### src/rtl/rr_mux_arbiter_if.sv
// rtl/rr_mux_arbiter_if.sv - producer/consumer handshake bundle for rr_mux_arbiter
interface rr_mux_arbiter_if #(
  parameter int WIDTH = 32,
  parameter int N     = 3
);
  localparam int SEL_W = $clog2(N);

  logic [N*WIDTH-1:0] in_data;
  logic [N-1:0]       in_valid;
  logic [N-1:0]       in_ready;
  logic [WIDTH-1:0]   out_data;
  logic [SEL_W-1:0]   out_sel;
  logic               out_valid;
  logic               out_ready;

  modport master (
    output in_data, in_valid, out_ready,
    input  in_ready, out_data, out_sel, out_valid
  );

  modport slave (
    input  in_data, in_valid, out_ready,
    output in_ready, out_data, out_sel, out_valid
  );
endinterface

### src/rtl/rr_mux_arbiter.sv
// rtl/rr_mux_arbiter.sv - N-input arbitrating mux, fixed-priority or round-robin grant
// feeding a single registered valid/ready output stage.
module rr_mux_arbiter #(
  parameter int WIDTH = 32,
  parameter int N     = 3,
  parameter int MODE  = 1
) (
  input logic             clk,
  input logic             rst,
  rr_mux_arbiter_if.slave bus
);
  localparam int SEL_W = $clog2(N);

  logic [WIDTH-1:0] r_data;
  logic [SEL_W-1:0] r_sel;
  logic [SEL_W-1:0] r_ptr;
  logic             r_valid;

  logic [SEL_W-1:0] w_grant;
  logic [SEL_W:0]   w_sum;
  logic [SEL_W-1:0] w_cand;
  logic             w_found;
  logic             w_any;
  logic             w_load_en;
  logic             w_take;
  logic [N-1:0]     w_ready;

  assign w_any     = |bus.in_valid;
  // Gated by rst so no handshake can complete while reset is held.
  assign w_load_en = !rst && (!r_valid || bus.out_ready);
  assign w_take    = w_load_en && w_any;

  // Search starts at r_ptr and wraps modulo N; in fixed-priority mode r_ptr stays 0.
  always_comb begin
    w_grant = '0;
    w_found = 1'b0;
    w_sum   = '0;
    w_cand  = '0;
    for (int k = 0; k < N; k++) begin
      w_sum = {1'b0, r_ptr} + (SEL_W+1)'(k);
      if (w_sum >= (SEL_W+1)'(N)) begin
        w_sum = w_sum - (SEL_W+1)'(N);
      end
      w_cand = w_sum[SEL_W-1:0];
      if (!w_found && bus.in_valid[w_cand]) begin
        w_grant = w_cand;
        w_found = 1'b1;
      end
    end
  end

  always_comb begin
    w_ready = '0;
    if (w_take) begin
      w_ready[w_grant] = 1'b1;
    end
  end

  assign bus.in_ready  = w_ready;
  assign bus.out_data  = r_data;
  assign bus.out_sel   = r_sel;
  assign bus.out_valid = r_valid;

  always_ff @(posedge clk or posedge rst) begin
    if (rst) begin
      r_data  <= '0;
      r_sel   <= '0;
      r_valid <= 1'b0;
      r_ptr   <= '0;
    end else if (w_take) begin
      r_data  <= bus.in_data[w_grant*WIDTH +: WIDTH];
      r_sel   <= w_grant;
      r_valid <= 1'b1;
      if (MODE == 1) begin
        r_ptr <= (w_grant == SEL_W'(N-1)) ? '0 : w_grant + 1'b1;
      end
    end else if (bus.out_ready) begin
      r_valid <= 1'b0;
    end
  end
endmodule

### src/flat_wrapper.sv
// flat-port wrapper written by rule: the top's interface ports become plain ports
module rr_mux_arbiter_flat 
#(
  parameter int WIDTH = 32,
  parameter int N     = 3,
  parameter int MODE  = 1
)
  (clk, rst, bus_in_data, bus_in_valid, bus_out_ready, bus_in_ready, bus_out_data, bus_out_sel, bus_out_valid);
  rr_mux_arbiter_if #(.WIDTH(WIDTH), .N(N)) bus_i ();
  input logic clk;
  input logic rst;
  input wire logic [$bits(bus_i.in_data)-1:0] bus_in_data;
  input wire logic [$bits(bus_i.in_valid)-1:0] bus_in_valid;
  input wire logic [$bits(bus_i.out_ready)-1:0] bus_out_ready;
  output wire logic [$bits(bus_i.in_ready)-1:0] bus_in_ready;
  output wire logic [$bits(bus_i.out_data)-1:0] bus_out_data;
  output wire logic [$bits(bus_i.out_sel)-1:0] bus_out_sel;
  output wire logic [$bits(bus_i.out_valid)-1:0] bus_out_valid;
  assign bus_i.in_data = bus_in_data;
  assign bus_i.in_valid = bus_in_valid;
  assign bus_i.out_ready = bus_out_ready;
  assign bus_in_ready = bus_i.in_ready;
  assign bus_out_data = bus_i.out_data;
  assign bus_out_sel = bus_i.out_sel;
  assign bus_out_valid = bus_i.out_valid;
  rr_mux_arbiter #(.WIDTH(WIDTH), .N(N), .MODE(MODE)) u_core (.clk(clk), .rst(rst), .bus(bus_i));
endmodule
### config.mk
export PLATFORM = sky130hd
export DESIGN_NAME = rr_mux_arbiter_flat
export DESIGN_NICKNAME = d
export VERILOG_FILES = /design/src/rtl/rr_mux_arbiter_if.sv /design/src/rtl/rr_mux_arbiter.sv /design/src/flat_wrapper.sv
export SDC_FILE = /design/constraint.sdc
export NUM_CORES = 1
export LEC_CHECK = 0
export CORE_MARGIN = 10
export CORE_UTILIZATION = 41
export DETAILED_ROUTE_END_ITERATION = 16
export GPL_TIMING_DRIVEN = 0
export PLACE_DENSITY = 0.87
export SYNTH_ARGS = -nofsm -noshare
export SYNTH_HDL_FRONTEND = slang
export SYNTH_SLANG_ARGS = --single-unit
### constraint.sdc
create_clock -name clk -period 4.15 [get_ports clk]
set_clock_uncertainty 0.15 [all_clocks]
set_input_delay 1.0375 -clock clk [delete_from_list [all_inputs] [get_ports clk]]
set_output_delay 1.0375 -clock clk [all_outputs]
set_load 0.01 [all_outputs]
==> qor.yml <==
status: "finished, final reports clean"
grt_pass1_vias: 2780
swShare: 0.400
yosysWarnings: 0
place_area_um2: 3810
final_util: 0.731
fin_crit_ps: 3920
gr-total-overflow: 0
critPathArrivalTime_ps: 2730
tritoncts: "yes"
startpoint: "bus_in_valid[2]"
ys_ff_latch: 37
antenna_found_initial: 0
postRouteAntennaNets: 0
die_area_um2: 9090
min_delay_path_depth: 1
worstPathMaxFanout: 10
synth_mux_area_frac: 0.151
synth_cells: 256
syn2layout_area_growth_pct: 72.8
maxSlewViolCount: 0
clkTransAtPathRegs_ps: 70
clock-root-buffer: "clkbuf_8"
start_util: 0.423
drt-total-wl_um: 9240
start_kind: "input pin"
met1_length_um: 3500
syn_nets: 362
worstHoldPathType: "reg -> reg"
synth_top_family_by_area: "compound AO/OA/AOI/OAI gates"
cap_violations: 0
cts_max_level: 2
finalCritPeriodShare: 0.944
first_iter_violations: 118
routed-wl-met3_um: 857
hold_viol: 0
num_rows: 27
combPwrFrac: 0.650
ys_seq_area_frac: 0.398
power_mw: 2.86
synthAdderAreaFrac: 0.0215
tightestPinTransition_ps: 802
dp_hpwl_um: 7260
p_seq_frac: 0.217
vdd_ir_drop_max_mv: 0.340
grtUsageTotal: 0.199
diodes: 0
num_io_pins: 140
p_leak_nw: 1.66
slew_headroom: 0.464
timing.fmax_mhz: 255
stdcell_area_um2: 4020
synth_cell_types: 33
clkPwrFrac: 0.133
internal_power_mw: 1.71
vias_per_cell: 5.52
vias: 2639
crit_type: "in -> out"
synth_compound_area_frac: 0.258
die_h_um: 95.4
synth_area_um2: 2330
yosys.area_share.simple: 0.103
drcViolationCount: 0
powerDensity_nw_per_um2: 710
grt_first_pass_wirelength_um: 14200
final_layout_size_suffix_gt1_frac: 0.0961
avgSynthCellArea_um2: 9.10
hold_buffers: 0
setup_viol: 0
cts_buffers: 5
wl_per_cell_um: 19.3
crit_required_ps: 2960
final_common_cell: "clkdlybuf4s50_1"
p_switching_mw: 1.14
r2r_start: "u_core.r_ptr[1]"
place_congestion: 0.803
final_cell_mix: "clkdlybuf4s50_1 (133), dfrtp_1 (37), mux2i_1 (34), nor2_1 (33), a21oi_1 (33)"
post_synth_xor_area_fraction: 0
cts_sinks: 37
cp-endpoint: "bus_in_ready[1]"
r2r_cells: 11
final_nets: 511
rr_endpoint: "u_core.bus.out_data[31]"
grt_start_max_net_pins: 38
core_um2: 5510
clock_path_buffers: 2
dr.pass1.iters: 4
portBuffers: 139
endpoint_kind: "primary output"
die_x_um: 95.4
dr_wl_met2_um: 4730
clk_latency_ps: 300
highest_layer: "met4"
rsz0062_at_grt: "no"
ff2ff_setup_slack_ps: 1420
-- stage by stage --
step / std cells / hold WS [ps] / TNS [ps] / setup WS [ps]
global placement: 467 / 316 / -1320 / -449
finish: 478 / 369 / 0 / 231
detailed placement: 467 / 353 / -1460 / -516
global route: 478 / 398 / 0 / 135
CTS: 478 / 370 / 0 / 10.2
floorplan: 256 / 366 / 0 / 745
-- routing by layer --
metal	vias up	GRT usage
li1	1236	-
met1	1265	0.215
met2	117	0.353
met3	21	0.0809
met4	0	0.0461
met5	-	0
-- worst min-delay path by stage --
stage                                startpoint                    end  slack (ps)
after floorplan           u_core.bus.out_sel[1]  u_core.bus.out_sel[1]         370
after global placement    u_core.bus.out_sel[1]  u_core.bus.out_sel[1]         320
after detailed placement  u_core.bus.out_sel[0]  u_core.bus.out_sel[0]         350
after CTS                 u_core.bus.out_sel[0]  u_core.bus.out_sel[0]         370
after global routing      u_core.bus.out_sel[0]  u_core.bus.out_sel[0]         400
final                     u_core.bus.out_sel[0]  u_core.bus.out_sel[0]         370
-- power by group through the flow --
stage | Combinational (mW) | Sequential [mW] | Clock [mW]
after floorplan | 1.05 | 0.685 | 0
after global placement | 1.76 | 0.613 | 0
after detailed placement | 1.80 | 0.626 | 0
after CTS | 1.85 | 0.620 | 0.378
after global routing | 1.98 | 0.641 | 0.393
final | 1.86 | 0.621 | 0.380
-- flip-flops by register name, indices dropped and copies added (netlist names) --
register	cells
u_core.bus.out_data	32
u_core.bus.out_sel	2
u_core.bus.out_valid	1
u_core.r_ptr	2
-- layout make-up --
class / instances / area [um^2]
plain buffers: 20 / 153
clock buffers: 5 / 68.8
clock inverters: 3 / 65.1
fillers: 422 / 1480
inverters: 5 / 18.8
multi-input cells: 192 / 1270
flip-flops and latches: 37 / 926
well taps: 72 / 90.1
repair buffers: 144 / 1430
-- cells in the mapped netlist --
master	n	area, um^2
a31oi_1	1	6.26
o22ai_2	5	62.6
a211oi_2	1	12.5
mux2i_1	34	340
buf_6	1	11.3
nand3b_1	1	7.51
o2bb2ai_1	1	8.76
nor2_1	33	124
or2_1	1	6.26
nor3_1	5	25.0
ha_1	4	50.1
and2_1	1	6.26
a21oi_1	33	165
o21ai_0	22	110
inv_1	5	18.8
buf_12	3	60.1
o21a_1	1	7.51
o221ai_1	1	8.76
o22a_1	1	8.76
nor3_2	1	10.0
or3_1	1	6.26
nor2_2	1	6.26
nand2_1	6	22.5
buf_2	3	15.0
a21boi_0	1	7.51
o22ai_1	31	194
nor2b_1	2	12.5
nand2b_1	1	6.26
and3_1	1	6.26
mux2_2	1	11.3
dfrtp_1	37	926
clkbuf_1	15	56.3
a2bb2oi_1	1	8.76
-- cells by family (layout without fill, tap and decap cells) --
logic type / after synthesis / in the layout
mux: 35 / 35
buf+inv: 27 / 177
flops: 37 / 37
simple gates: 54 / 54
fa+ha+maj: 4 / 4
compound gates: 99 / 99
-- worst max-delay path, stage by stage --
cell	delay, ps
dlygate4sd2_1	310
and2_1	190
a211oi_2	240
o22ai_1	130
a31oi_1	170
buf_6	130
buf_12	130
and3_1	160
clkdlybuf4s15_2	230
-- what timing repair did --
| item | in CTS | in global routing |
|---|---|---|
| hold endpoints to repair | 0 | 0 |
| setup endpoints to repair | 3 | 3 |
| resized for setup | 20 | 5 |
| buffers inserted | 5 | 0 |
| pin swaps | 4 | 2 |
Power figures use the tool's default switching activity.
